`src/rtl/uart_pkg.sv`:
```
// uart_pkg -- shared types and helpers for the UART blocks.
//   rx_state_t      : receiver FSM states
//   baud16_divisor(): clocks per 16x oversampling tick
package uart_pkg;

  typedef enum logic [2:0] {
    IDLE   = 3'd0,
    START  = 3'd1,
    DATA   = 3'd2,
    PARITY = 3'd3,
    STOP   = 3'd4
  } rx_state_t;

  // Integer division truncates: 50 MHz / (115200*16) -> 27.
  function automatic int baud16_divisor(input int clk_freq, input int baud_rate);
    return clk_freq / (baud_rate * 16);
  endfunction

endpackage

```
`src/rtl/uart_rx16_if.sv`:
```
// uart_rx16_if -- received-byte handshake.
//   rx_data  : received byte (master -> slave)
//   rx_valid : rx_data holds an unread byte (master -> slave)
//   rx_ready : consumer accepts the byte (slave -> master)
interface uart_rx16_if;
  logic [7:0] rx_data;
  logic       rx_valid;
  logic       rx_ready;

  modport master (output rx_data, output rx_valid, input rx_ready);
  modport slave  (input rx_data, input rx_valid, output rx_ready);
endinterface

```
`src/rtl/baud16_tick.sv`:
```
// baud16_tick -- 16x baud enable generator, shared by receiver and transmitter.
//   clk     : system clock
//   reset_n : synchronous active-low reset
//   tick16  : one-cycle enable every DIVISOR clocks (asserted on the wrap cycle)
module baud16_tick
  import uart_pkg::*;
#(
  parameter int CLK_FREQ  = 50000000,
  parameter int BAUD_RATE = 115200
) (
  input  logic clk,
  input  logic reset_n,
  output logic tick16
);

  localparam int DIVISOR = baud16_divisor(CLK_FREQ, BAUD_RATE);
  localparam int CW      = (DIVISOR > 2) ? $clog2(DIVISOR) : 1;

  if (DIVISOR < 2) begin : g_div_chk
    $error("baud16_tick: DIVISOR (%0d) must be at least 2", DIVISOR);
  end

  logic [CW-1:0] cnt_q;
  logic          wrap;

  assign wrap   = (cnt_q == CW'(DIVISOR - 1));
  assign tick16 = wrap;

  always_ff @(posedge clk) begin
    if (!reset_n)  cnt_q <= '0;
    else if (wrap) cnt_q <= '0;
    else           cnt_q <= cnt_q + 1'b1;
  end

endmodule

```
`src/rtl/uart_rx16.sv`:
```
// uart_rx16 -- 16x oversampling UART receiver, 8 data bits, optional parity.
//   clk         : system clock (rising edge)
//   reset_n     : synchronous active-low reset
//   rx          : asynchronous serial line, idle high
//   bus         : rx_data / rx_valid / rx_ready handshake (master side)
//   frame_err   : sticky, stop bit sampled low
//   parity_err  : sticky, parity mismatch
//   overrun_err : sticky, byte completed while previous one unread
//   err_clr     : pulse clearing the sticky flags (a same-cycle set wins)
module uart_rx16
  import uart_pkg::*;
#(
  parameter int CLK_FREQ   = 50000000,
  parameter int BAUD_RATE  = 115200,
  parameter int PARITY_EN  = 0,
  parameter int PARITY_ODD = 0
) (
  input  logic        clk,
  input  logic        reset_n,
  input  logic        rx,
  uart_rx16_if.master bus,
  output logic        frame_err,
  output logic        parity_err,
  output logic        overrun_err,
  input  logic        err_clr
);

  localparam logic PODD = (PARITY_ODD != 0);

  logic       tick16;
  logic [1:0] sync_q;
  logic       rx_s;
  rx_state_t  state_q;
  logic [3:0] smp_q;
  logic [2:0] bit_q;
  logic [7:0] shreg_q;
  logic [7:0] data_q;
  logic       valid_q;
  logic       ferr_q, perr_q, oerr_q;

  logic mid_bit, stop_ok, stop_bad, par_bad, accept;

  baud16_tick #(
    .CLK_FREQ  (CLK_FREQ),
    .BAUD_RATE (BAUD_RATE)
  ) u_tick (
    .clk     (clk),
    .reset_n (reset_n),
    .tick16  (tick16)
  );

  // Two-flop synchronizer; resets high so reset never looks like a start bit.
  always_ff @(posedge clk) begin
    if (!reset_n) sync_q <= 2'b11;
    else          sync_q <= {sync_q[0], rx};
  end
  assign rx_s = sync_q[1];

  // Sample counter is cleared at mid-start, so the 16th tick after that
  // (count 15) lands in the middle of every following bit.
  assign mid_bit  = tick16 && (smp_q == 4'd15);
  assign stop_ok  = (state_q == STOP)   && mid_bit &&  rx_s;
  assign stop_bad = (state_q == STOP)   && mid_bit && !rx_s;
  assign par_bad  = (state_q == PARITY) && mid_bit && (rx_s != ((^shreg_q) ^ PODD));
  assign accept   = valid_q && bus.rx_ready;

  always_ff @(posedge clk) begin
    if (!reset_n) begin
      state_q <= IDLE;
      smp_q   <= '0;
      bit_q   <= '0;
      shreg_q <= '0;
      data_q  <= '0;
      valid_q <= 1'b0;
      ferr_q  <= 1'b0;
      perr_q  <= 1'b0;
      oerr_q  <= 1'b0;
    end else begin
      if (tick16) begin
        case (state_q)
          IDLE: begin
            if (!rx_s) begin
              state_q <= START;
              smp_q   <= '0;
            end
          end
          START: begin
            if (smp_q == 4'd7) begin
              if (rx_s) begin
                state_q <= IDLE;          // false start, drop silently
              end else begin
                state_q <= DATA;
                smp_q   <= '0;
                bit_q   <= '0;
              end
            end else begin
              smp_q <= smp_q + 4'd1;
            end
          end
          DATA: begin
            smp_q <= smp_q + 4'd1;        // 15 -> 0 wrap starts next bit
            if (smp_q == 4'd15) begin
              shreg_q <= {rx_s, shreg_q[7:1]};
              bit_q   <= bit_q + 3'd1;
              if (bit_q == 3'd7)
                state_q <= (PARITY_EN != 0) ? PARITY : STOP;
            end
          end
          PARITY: begin
            smp_q <= smp_q + 4'd1;
            if (smp_q == 4'd15) state_q <= STOP;
          end
          STOP: begin
            // Leave at mid-stop so the next start edge is caught early.
            smp_q <= smp_q + 4'd1;
            if (smp_q == 4'd15) state_q <= IDLE;
          end
          default: state_q <= IDLE;
        endcase
      end

      // A new byte wins over an accept in the same cycle.
      if (stop_ok) begin
        data_q  <= shreg_q;
        valid_q <= 1'b1;
      end else if (accept) begin
        valid_q <= 1'b0;
      end

      if (stop_ok && valid_q && !bus.rx_ready) oerr_q <= 1'b1;
      else if (err_clr)                        oerr_q <= 1'b0;

      if (stop_bad)     ferr_q <= 1'b1;
      else if (err_clr) ferr_q <= 1'b0;

      if (par_bad)      perr_q <= 1'b1;
      else if (err_clr) perr_q <= 1'b0;
    end
  end

  assign bus.rx_data  = data_q;
  assign bus.rx_valid = valid_q;
  assign frame_err    = ferr_q;
  assign parity_err   = perr_q;
  assign overrun_err  = oerr_q;

endmodule

```
`src/flat_wrapper.sv`:
```
// flat-port wrapper written by rule: the top's interface ports become plain ports
module uart_rx16_flat import uart_pkg::*;
#(
  parameter int CLK_FREQ   = 50000000,
  parameter int BAUD_RATE  = 115200,
  parameter int PARITY_EN  = 0,
  parameter int PARITY_ODD = 0
)
  (clk, reset_n, rx, frame_err, parity_err, overrun_err, err_clr, bus_rx_data, bus_rx_valid, bus_rx_ready);
  uart_rx16_if bus_i ();
  input  logic clk;
  input  logic reset_n;
  input  logic rx;
  output logic frame_err;
  output logic parity_err;
  output logic overrun_err;
  input  logic err_clr;
  output wire logic [$bits(bus_i.rx_data)-1:0] bus_rx_data;
  output wire logic [$bits(bus_i.rx_valid)-1:0] bus_rx_valid;
  input wire logic [$bits(bus_i.rx_ready)-1:0] bus_rx_ready;
  assign bus_rx_data = bus_i.rx_data;
  assign bus_rx_valid = bus_i.rx_valid;
  assign bus_i.rx_ready = bus_rx_ready;
  uart_rx16 #(.CLK_FREQ(CLK_FREQ), .BAUD_RATE(BAUD_RATE), .PARITY_EN(PARITY_EN), .PARITY_ODD(PARITY_ODD)) u_core (.clk(clk), .reset_n(reset_n), .rx(rx), .bus(bus_i), .frame_err(frame_err), .parity_err(parity_err), .overrun_err(overrun_err), .err_clr(err_clr));
endmodule
```
`config.mk`:
```
export PLATFORM = sky130hd
export DESIGN_NAME = uart_rx16_flat
export DESIGN_NICKNAME = d
export VERILOG_FILES = /design/src/rtl/uart_pkg.sv /design/src/rtl/uart_rx16_if.sv /design/src/rtl/baud16_tick.sv /design/src/rtl/uart_rx16.sv /design/src/flat_wrapper.sv
export SDC_FILE = /design/constraint.sdc
export NUM_CORES = 1
export LEC_CHECK = 0
export BUFFER_PORTS_ARGS = -buffer_cell sky130_fd_sc_hd__buf_2
export CAP_MARGIN = 25
export CELL_PAD_IN_SITES_DETAIL_PLACEMENT = 0
export CELL_PAD_IN_SITES_GLOBAL_PLACEMENT = 2
export CORE_ASPECT_RATIO = 1.25
export CORE_MARGIN = 2
export CORE_UTILIZATION = 37
export DETAILED_ROUTE_END_ITERATION = 16
export PLACE_DENSITY_LB_ADDON = 0.1
export RECOVER_POWER = 100
export SKIP_LAST_GASP = 1
export SLEW_MARGIN = 0
export SYNTH_ARGS = -nofsm -noshare
export SYNTH_HDL_FRONTEND = slang
export SYNTH_SLANG_ARGS = --single-unit
```
`constraint.sdc`:
```
create_clock -name clk -period 2 [get_ports clk]
set_input_delay 0.4 -clock clk [delete_from_list [all_inputs] [get_ports clk]]
set_output_delay 0.4 -clock clk [all_outputs]
set_load 0.005 [all_outputs]
```
==> results of run 1 <==
synth_stat cells (2+ instances only):
cell      number
dfxtp_1       37
mux2i_1       18
nor2_1        17
nor2b_1       12
o21ai_0        9
clkbuf_1       7
inv_1          6
nand3_1        6
ha_1           5
nand3b_1       5
xnor2_1        5
nand2_1        4
a21boi_0       3
a22oi_1        3
nand2b_1       3
nand4b_1       3
xor2_1         3
a21oi_1        2
and2_1         2
and4b_1        2
buf_2          2
nand4_1        2
nor3_1         2
o22ai_1        2
per-stage QoR:
stage | hold slack, ns | instance area (µm²)
finish | 0.3080 | 1978
global route | 0.3009 | 1978
CTS | 0.2961 | 2001
detailed placement | 0.3993 | 1914
global placement | 0.3924 | 1914
floorplan | 0.3863 | 1754
power groups by stage:
stage,sequential [mW],combinational (mW),clock [mW]
2_1_floorplan,0.765,0.0288,0
3_3_place_gp,0.767,0.0425,0
3_5_place_dp,0.767,0.0427,0
4_1_cts,0.750,0.0429,0.542
5_1_grt,0.751,0.0454,0.566
6_report,0.750,0.0404,0.519
routing by layer:
metal | share of wire (%) | vias to the layer above | GRT usage, %
met4 | 2.0 | 0 | 6.250
met5 | 0 | - | 0
li1 | - | 681 | -
met1 | 45 | 606 | 16.45
met2 | 50 | 19 | 24.08
met3 | 2.7 | 5 | 3.878
sequential cells by signal, summed over array words and instances, names as in the netlist, 2 cells and up:
name                 count
u_core.bus.rx_data       8
u_core.shreg_q           8
u_core.u_tick.cnt_q      5
u_core.smp_q             4
u_core.bit_q             3
u_core.state_q           3
u_core.sync_q            2
layout make-up:
cell class | instances | area, µm² | area share, %
inverter | 6 | 22.52 | 1.139
multi-input combinational | 128 | 937.1 | 47.38
tap | 60 | 75.07 | 3.795
sequential | 37 | 740.7 | 37.44
timing repair buffer | 23 | 116.4 | 5.882
clock buffer | 7 | 86.33 | 4.364
how the worst max path moves through the flow:
stage	start	end	slack (ns)	cells after the start
CTS	u_core.state_q[2]	u_core.smp_q[3]	0.22	4
finish	u_core.state_q[1]	u_core.shreg_q[5]	0.18	5
global route	u_core.state_q[1]	u_core.shreg_q[7]	0.04	5
floorplan	u_core.state_q[1]	u_core.bit_q[1]	0.33	5
detailed placement	u_core.state_q[2]	u_core.smp_q[3]	0.22	4
global placement	u_core.state_q[1]	u_core.shreg_q[0]	0.27	5
critical path, stage by stage, from the launching register on:
cell and delay [ns]:
dfxtp_1 0.50, nor2b_2 0.36, nor4b_1 0.28, buf_4 0.27
mux2i_1 0.22, nor2b_1 0.06
cells by family (layout without fill, tap and decap cells):
group	count (synthesis)	count (layout)
xor+xnor	9	9
flops	37	37
compound gates	29	29
fa+ha+maj	6	6
simple gates	66	66
buf+inv	16	36
mux	18	18
==> summary.md, run 1 <==
| Metric | Value |
|---|---|
| Internal | between 1 and 1.5 mW |
| VDD IR max | 0.0002835 V |
| MaxCap Viol Count | 0 |
| H-tree levels | 2 |
| Sink Count | 37 |
| DR pass1 iterations | 4 |
| Cell Area, Synth | 1754 µm² |
| Avg Vias per Cell | about 5.0 |
| Num CTS Buffers | 5 |
| Power Density | between 600 and 700 nW/µm² |
| RR Startpoint | u_core.state_q[1] |
| 1st-iter DRT viols | 104 |
| WL per Instance | 13.38 µm |
| Total gr overflow | 0 |
| RD Place Congestion | 0.7386 |
| Main combinational cell family by area after synthesis | simple AND/OR/NAND/NOR gates |
| Post-DRT Antenna Nets | 0 |
| Worst EP required | 2.18 ns |
| Min-Delay Startpoint | rx |
| Largest net degree at the start of global routing | 18 |
| Final Hold Vio Count | 0 |
| Post-synth top area share | 42.23% |
| PostCTS Resize Cnt | 0 |
| Post-synthesis register bit count | 37 |
| Post-synthesis simple-gate area fraction | 22.68% |
| Final setup TNS | 0 ns |
| Critical path arrival | 2.00 ns |
| Worst-Skew Late Latency | ~0.28 ns |
| Startpoint types | flip-flop |
| Comb power frac | 3.1% |
| Worst Hold Depth | 2 |
| Switch Pwr | 0.2744 mW |
| Post-Route Skew | approximately 0.0055 ns |
| Hold crit path type | primary input to flip-flop |
| Initial antenna violation count | 0 |
| Synth Area in Compound Gates | 11.41% |
| Asr flop ratio synth | 0% |
| Final net count | 211 |
| Min setup slack post-route | about 0.18 ns |
| Fillcell total | 465 |
| Crit Path Category | flip-flop to flip-flop |
| F_max | 0.5503 GHz |
| Outcome | completed |
| Pwr Total | 1.310 mW |
| Pleak | 0.7863 nW |
| Worst slew pin tran | 0.6483 ns |
| R2R cell count | 5 |
| Synth warn | 0 |
| Hold_buf cts | 0 |
| RSZ-0062 raised after global routing | false |
| Core Util, Final | a little over two fifths |
| Seq pwr share | 57.3% |
| GRT Overall Usage | 14.11% |
| Syn Area/Cell | 9.692 µm² |
| Row count | 28 |
| Cells after DPL | ~250 |
| Inserted Diodes | 0 |
| Max-slew violations | 0 |
| Minimum clock period | 1.817 ns |
| First-pass GRT wire length | roughly 5.7 mm |
| Clk buf depth | 2 |
| Synthesized instance count | 181 |
| DRT Wirelength | 3.492 mm |
| PortBufs | 16 |
| CTS tree | yes |
| Remaining DRCs | 0 |
| Hold endpoint | u_core.sync_q[0] |
| IO Count | 17 |
| Layout cells sized above 1 | 12.44% |
| EDFF count, synth | 0 |
| Most common cell after layout, fill and taps aside | dfxtp_1 |
| Fin crit share | 90.86% |
| Placed wire-length estimate | 2.529 mm |
| CP Capture Type | flip-flop |
| Flop2flop setup slack | 0.18 ns |
| Number of global-route vias before repair | about 1200 |
| Most area-hungry cell type in the Yosys netlist | dfxtp_1 |
| Die area | 5311 µm² |
| Core area | 4659 µm² |
| Post-CTS Setup Inserts | 0 |
| XOR/XNOR Fraction of Synth Area | around 5.3% |
| Power share of the clock group | 39.6% |
| Post-Layout Cell Count | between 200 and 300 |
| Die height | 80.98 µm |
| Die W | 65.59 µm |
| Ys flop type | dfxtp_1 |
| Sw frac | 20.95% |
| Mux cell area share after synthesis | about 10% |
| Crit-path max FO | 11 |
| Vias | 1311 |
| Post-synth cell types | 45 |
| Ranking of synthesized cells by area | dfxtp_1, mux2i_1, nor2b_1 |
| Starting density of the core | 37.65% |
| Post-synthesis adder-cell area fraction | 4.137% |
| Placement Setup Slack | 0.2202 ns |
| Most frequent cells in the layout | dfxtp_1, mux2i_1, nor2_1 |
| Reg clk slew, reported paths | 0.07 ns |
| R2R Path End | u_core.shreg_q[5] |
| Net count after synthesis | 191 |
| Worst slew margin | a little under three fifths |
| Seq/Total Area, Yosys | 42.23% |
| Layout area overhead | 12.77% |
| CTS root buf | clkbuf_8 |
| Setup-violating endpoint count in the final report | 0 |
Power figures use the tool's default switching activity.
==> inputs of run 2 (changes only) <==
--- a/config.mk
+++ b/config.mk
@@ -11,7 +11,7 @@
 export CELL_PAD_IN_SITES_GLOBAL_PLACEMENT = 2
 export CORE_ASPECT_RATIO = 1.25
 export CORE_MARGIN = 2
-export CORE_UTILIZATION = 37
+export CORE_UTILIZATION = 39
 export DETAILED_ROUTE_END_ITERATION = 16
 export PLACE_DENSITY_LB_ADDON = 0.1
 export RECOVER_POWER = 100
==> constraint.sdc (replaced) <==
create_clock -name clk -period 2.3 [get_ports clk]
set_input_delay 0.46 -clock clk [delete_from_list [all_inputs] [get_ports clk]]
set_output_delay 0.46 -clock clk [all_outputs]
set_load 0.005 [all_outputs]
==> summary.md, run 2 (synthesis results as in run 1) <==
| Metric | Value |
|---|---|
| Number of global-route vias before repair | 1274 |
| Reg clk slew, reported paths | 0.07 ns |
| Placed wire-length estimate | 2.484 mm |
| 1st-iter DRT viols | 73 |
| PostCTS Resize Cnt | 0 |
| Fin crit share | 83.55% |
| H-tree levels | 2 |
| Pleak | 0.7774 nW |
| Final setup TNS | 0 ns |
| Worst EP required | between 2 and 2.5 ns |
| Worst-Skew Late Latency | approximately 0.28 ns |
| Post-CTS Setup Inserts | 0 |
| Worst slew margin | roughly a third |
| Post-DRT Antenna Nets | 0 |
| First-pass GRT wire length | 5.844 mm |
| Crit Path Category | flip-flop to flip-flop |
| CP Cell Sequence | nor2b_1, nor4b_2, buf_4, mux2i_1, nor2_1 |
| Final net count | 208 |
| Hold crit path type | primary input to flip-flop |
| DRT Wirelength | 3.495 mm |
| Max-slew violations | 0 |
| Power share of the clock group | between 30% and 40% |
| WL per Instance | between 10 and 15 µm |
| R2R Path End | u_core.shreg_q[1] |
| Num CTS Buffers | 5 |
| Post-Route Skew | 0.004782 ns |
| Final Hold Vio Count | 0 |
| VDD IR max | around 0.00029 V |
| DR pass1 iterations | 4 |
| IO Count | 17 |
| Row count | 27 |
| MaxCap Viol Count | 0 |
| Initial antenna violation count | 0 |
| Die W | 63.99 µm |
| Switch Pwr | 0.2397 mW |
| Vias | 1351 |
| Critical path arrival | 2.08 ns |
| Cell family with most CP delay | simple AND/OR/NAND/NOR gates |
| Avg Vias per Cell | 5.277 |
| Sw frac | 21.06% |
| Total gr overflow | 0 |
| Outcome | completed |
| Remaining DRCs | 0 |
| Sink Count | 37 |
| Buffer and inverter count on the worst path | 1 |
| Comb power frac | a little under 3% |
| Crit-path max FO | 11 |
| Fillcell total | between 400 and 500 |
| Layout area overhead | 12.20% |
| Power Density | 578.4 nW/µm² |
| Most common cell after layout, fill and taps aside | dfxtp_1 |
| Min-Delay Startpoint | rx |
| RD Place Congestion | 0.7488 |
| Clk buf depth | 2 |
| Delay of the slowest critical-path stage | 0.52 ns |
| Die height | 78.99 µm |
| Seq pwr share | 57.4% |
| F_max | ~0.52 GHz |
| Register area | 740.7 µm² |
| Starting density of the core | 40.25% |
| Hold endpoint | u_core.sync_q[0] |
| Die area | 5054 µm² |
| Worst Hold Depth | 2 |
| Pwr Total | 1.138 mW |
| GRT Overall Usage | 14.74% |
| Internal | 0.8986 mW |
| Worst slew pin tran | ~0.99 ns |
| RSZ-0062 raised after global routing | false |
| PortBufs | 16 |
| CTS root buf | clkbuf_8 |
| Setup-violating endpoint count in the final report | 0 |
| RR Startpoint | u_core.state_q[1] |
| Layout cells sized above 1 | 12.63% |
| Largest net degree at the start of global routing | 26 |
| R2R cell count | 5 |
| Most frequent cells in the layout | dfxtp_1, mux2i_1, nor2_1 |
| Flop2flop setup slack | 0.38 ns |
| Startpoint types | flip-flop |
| Minimum clock period | about 1.9 ns |
| Area occupied by multi-input gates | 940.9 µm² |
| Core area | 4358 µm² |
| Inserted Diodes | 0 |
| CP Capture Type | flip-flop |
| CTS tree | yes |
| Worst path slowest cell | dfxtp_1 |
| Hold_buf cts | 0 |
## run 2: area by class of cell
class                      count  share of cell area (%)
clock inverter                 1                  0.3814
sequential                    37                   37.64
multi-input combinational    128                   47.81
clock buffer                   6                   4.196
inverter                       6                   1.144
timing repair buffer          20                   5.149
tap                           58                   3.687
## run 2: worst max path at each step
stage	slack [ns]	endpoint	start	cells past startpoint
floorplan	0.63	u_core.bit_q[1]	u_core.state_q[1]	5
global placement	0.52	u_core.bit_q[1]	u_core.state_q[0]	4
detailed placement	0.49	u_core.bit_q[1]	u_core.state_q[0]	4
CTS	0.47	u_core.smp_q[3]	u_core.state_q[2]	4
global route	0.22	u_core.shreg_q[7]	u_core.state_q[1]	5
finish	0.38	u_core.shreg_q[1]	u_core.state_q[1]	5
## run 2: metrics by stage
| step | utilization [%] | hold WS, ns | cells | area [µm²] | setup slack, ns |
|---|---|---|---|---|---|
| 2_1_floorplan | - | 0.3863 | 181 | 1754 | 0.6334 |
| 3_3_place_gp | 43.35 | 0.3951 | 249 | 1889 | 0.5180 |
| 3_5_place_dp | 43.35 | 0.4066 | 249 | 1889 | 0.4852 |
| 4_1_cts | 45.42 | 0.3496 | 256 | 1979 | 0.4656 |
| 5_1_grt | 45.16 | 0.3678 | 256 | 1968 | 0.2178 |
| 6_report | 45.16 | 0.3616 | 256 | 1968 | 0.3784 |
## run 2: worst reg2reg max path, delay by kind of cell (launching register included)
| kind | cells | cell delay, ns |
|---|---|---|
| and+or+nand+nor | 3 | 0.81 |
| DFF | 1 | 0.52 |
| buffers and inverters | 1 | 0.25 |
| muxes | 1 | 0.21 |
## run 2: layer usage
metal | share of wire (%) | track usage (%)
met1 | 43 | 16.99
met2 | 53 | 25.83
met5 | 0 | 0
met4 | 0.69 | 6.087
met3 | 3.6 | 3.541
## run 2: power groups by stage
stage                     Clock, mW  Combinational, mW  Sequential (mW)
after global routing          0.504             0.0373            0.653
after CTS                     0.478             0.0344            0.653
after detailed placement          0             0.0343            0.668
after floorplan                   0             0.0251            0.665
final                         0.452             0.0333            0.653
after global placement            0             0.0334            0.668
==> inputs of run 3 (changes only) <==
--- a/config.mk
+++ b/config.mk
@@ -11,7 +11,7 @@
 export CELL_PAD_IN_SITES_GLOBAL_PLACEMENT = 2
 export CORE_ASPECT_RATIO = 1.25
 export CORE_MARGIN = 2
-export CORE_UTILIZATION = 39
+export CORE_UTILIZATION = 33
 export DETAILED_ROUTE_END_ITERATION = 16
 export PLACE_DENSITY_LB_ADDON = 0.1
 export RECOVER_POWER = 100
==> constraint.sdc (replaced) <==
create_clock -name clk -period 1.6 [get_ports clk]
set_input_delay 0.32 -clock clk [delete_from_list [all_inputs] [get_ports clk]]
set_output_delay 0.32 -clock clk [all_outputs]
set_load 0.005 [all_outputs]
==> summary.md, run 3 (synthesis results as in run 1) <==
| Metric | Value |
|---|---|
| Worst EP required | 1.76 ns |
| Layout cells sized above 1 | a little over a third |
| Power Density | 707.3 nW/µm² |
| Worst-Skew Late Latency | 0.28 ns |
| Min setup slack post-route | -0.02536 ns |
| Delay of the slowest critical-path stage | 0.52 ns |
| Remaining DRCs | 0 |
| Starting density of the core | 34.29% |
| Hold crit path type | primary input to flip-flop |
| Crit-path max FO | 3 |
| RD Place Congestion | 0.9142 |
| Total gr overflow | 0 |
| Pwr Total | 1.646 mW |
| CTS tree | yes |
| WL per Instance | 14.04 µm |
| Setup-violating endpoint count in the final report | 3 |
| GRT Overall Usage | 13.83% |
| Minimum clock period | between 1.5 and 2 ns |
| Layout area overhead | 32.67% |
| Critical path arrival | 1.78 ns |
| Final Cell Area | 2327 µm² |
| H-tree levels | 2 |
| CP Capture Type | flip-flop |
| Final net count | between 200 and 250 |
| Worst slew pin tran | 0.3958 ns |
| Row count | 29 |
| Inserted Diodes | 0 |
| Sink Count | 37 |
| Die height | between 80 and 90 µm |
| Largest net degree at the start of global routing | 13 |
| First-pass GRT wire length | 6.527 mm |
| Startpoint types | flip-flop |
| Most common cell after layout, fill and taps aside | buf_4 |
| MaxCap Viol Count | 0 |
| Placed wire-length estimate | 2.957 mm |
| Clk buf depth | 2 |
| CP Cell Sequence | or4b_1, a2111o_1, a22oi_1, nor2_1 |
| Failing checks | negative setup slack |
| Post-Route Skew | 0.005806 ns |
| 1st-iter DRT viols | 30 |
| Placement Setup Slack | -0.03755 ns |
| Core Util, Final | 45.49% |
| Number of global-route vias before repair | 1416 |
| Initial antenna violation count | 0 |
| Avg Vias per Cell | about 5 |
| PortBufs | 16 |
| Outcome | finished, violations left |
| RSZ-0062 raised after global routing | true |
| VDD IR max | approximately 0.00043 V |
| Post-DRT Antenna Nets | 0 |
| Vias | about 1500 |
| Most frequent cells in the layout | buf_4, dfxtp_1, mux2i_1 |
| Die W | 69.21 µm |
| Core area | approximately 5100 µm² |
| Dpl cell area | 2087 µm² |
| DR pass1 iterations | 4 |
| Reg clk slew, reported paths | 0.08 ns |
| DRT Wirelength | 4.071 mm |
| Worst slew margin | approximately three quarters |
| Die area | ~6000 µm² |
| Pleak | 0.9564 nW |
| Num CTS Buffers | 5 |
| IO Count | 17 |
| CTS root buf | clkbuf_8 |
| Crit Path Category | flip-flop to flip-flop |
| Worst path slowest cell | or4b_1 |
| Fin crit share | 101.6% |
| Max-slew violations | 0 |
| Final Hold Vio Count | 0 |
| F_max | 0.6152 GHz |
run 3: final timing paths:
| path | start | to | slack [ns] | cells after the start |
|---|---|---|---|---|
| min | rx | u_core.sync_q[0] | 0.22 | 2 |
| max reg2reg | u_core.smp_q[3] | u_core.bit_q[1] | -0.03 | 4 |
| max | u_core.smp_q[3] | u_core.bit_q[1] | -0.03 | 4 |
| min reg2reg | u_core.sync_q[0] | u_core.sync_q[1] | 0.44 | 1 |
run 3: timing repair:
action	in CTS	in global routing
hold buffers	0	0
setup endpoints to repair	7	27
gates cloned	0	1
buffers inserted	2	2
pin swaps	1	10
resized for setup	9	22
run 3: per-layer routing:
layer  vias to the layer above  global-route usage, %  part of all wire (%)  wire length (µm)
li1                        731                      -                     -                 -
met5                         -                      0                     0                 0
met1                       694                  15.35                    40              1648
met4                         0                  3.743                  0.66                27
met2                        25                  26.14                    56              2282
met3                         4                  3.408                   2.8               112
run 3: area by class of cell:
type,instances,area [µm²]
multi-input combinational,128,1023
sequential,37,754.5
inverter,6,22.52
clock buffer,5,68.82
timing repair buffer,49,362.8
fill,465,2789
tap,62,77.57
clock inverter,3,17.52
run 3: per-stage QoR:
stage	TNS [ns]	cells	hold WS, ns
after floorplan	-0.02820	181	0.3863
after global placement	-0.06895	277	0.4002
after detailed placement	-0.1380	277	0.4194
final	-0.04053	290	0.2153
after global routing	-1.307	290	0.2097
after CTS	-0.05838	287	0.2053
run 3: critical path: cells and delay by family (launching register included):
| family | cells | cell delay [ns] |
|---|---|---|
| simple gates | 2 | 0.58 |
| compound gates | 2 | 0.59 |
| flops | 1 | 0.33 |
run 3: where the power goes:
part           switching [mW]  internal [mW]  total [mW]
Combinational          0.0352         0.0377      0.0730
Sequential            0.00632          0.930       0.936
Clock                   0.336          0.301       0.637
Total                   0.377           1.27        1.65
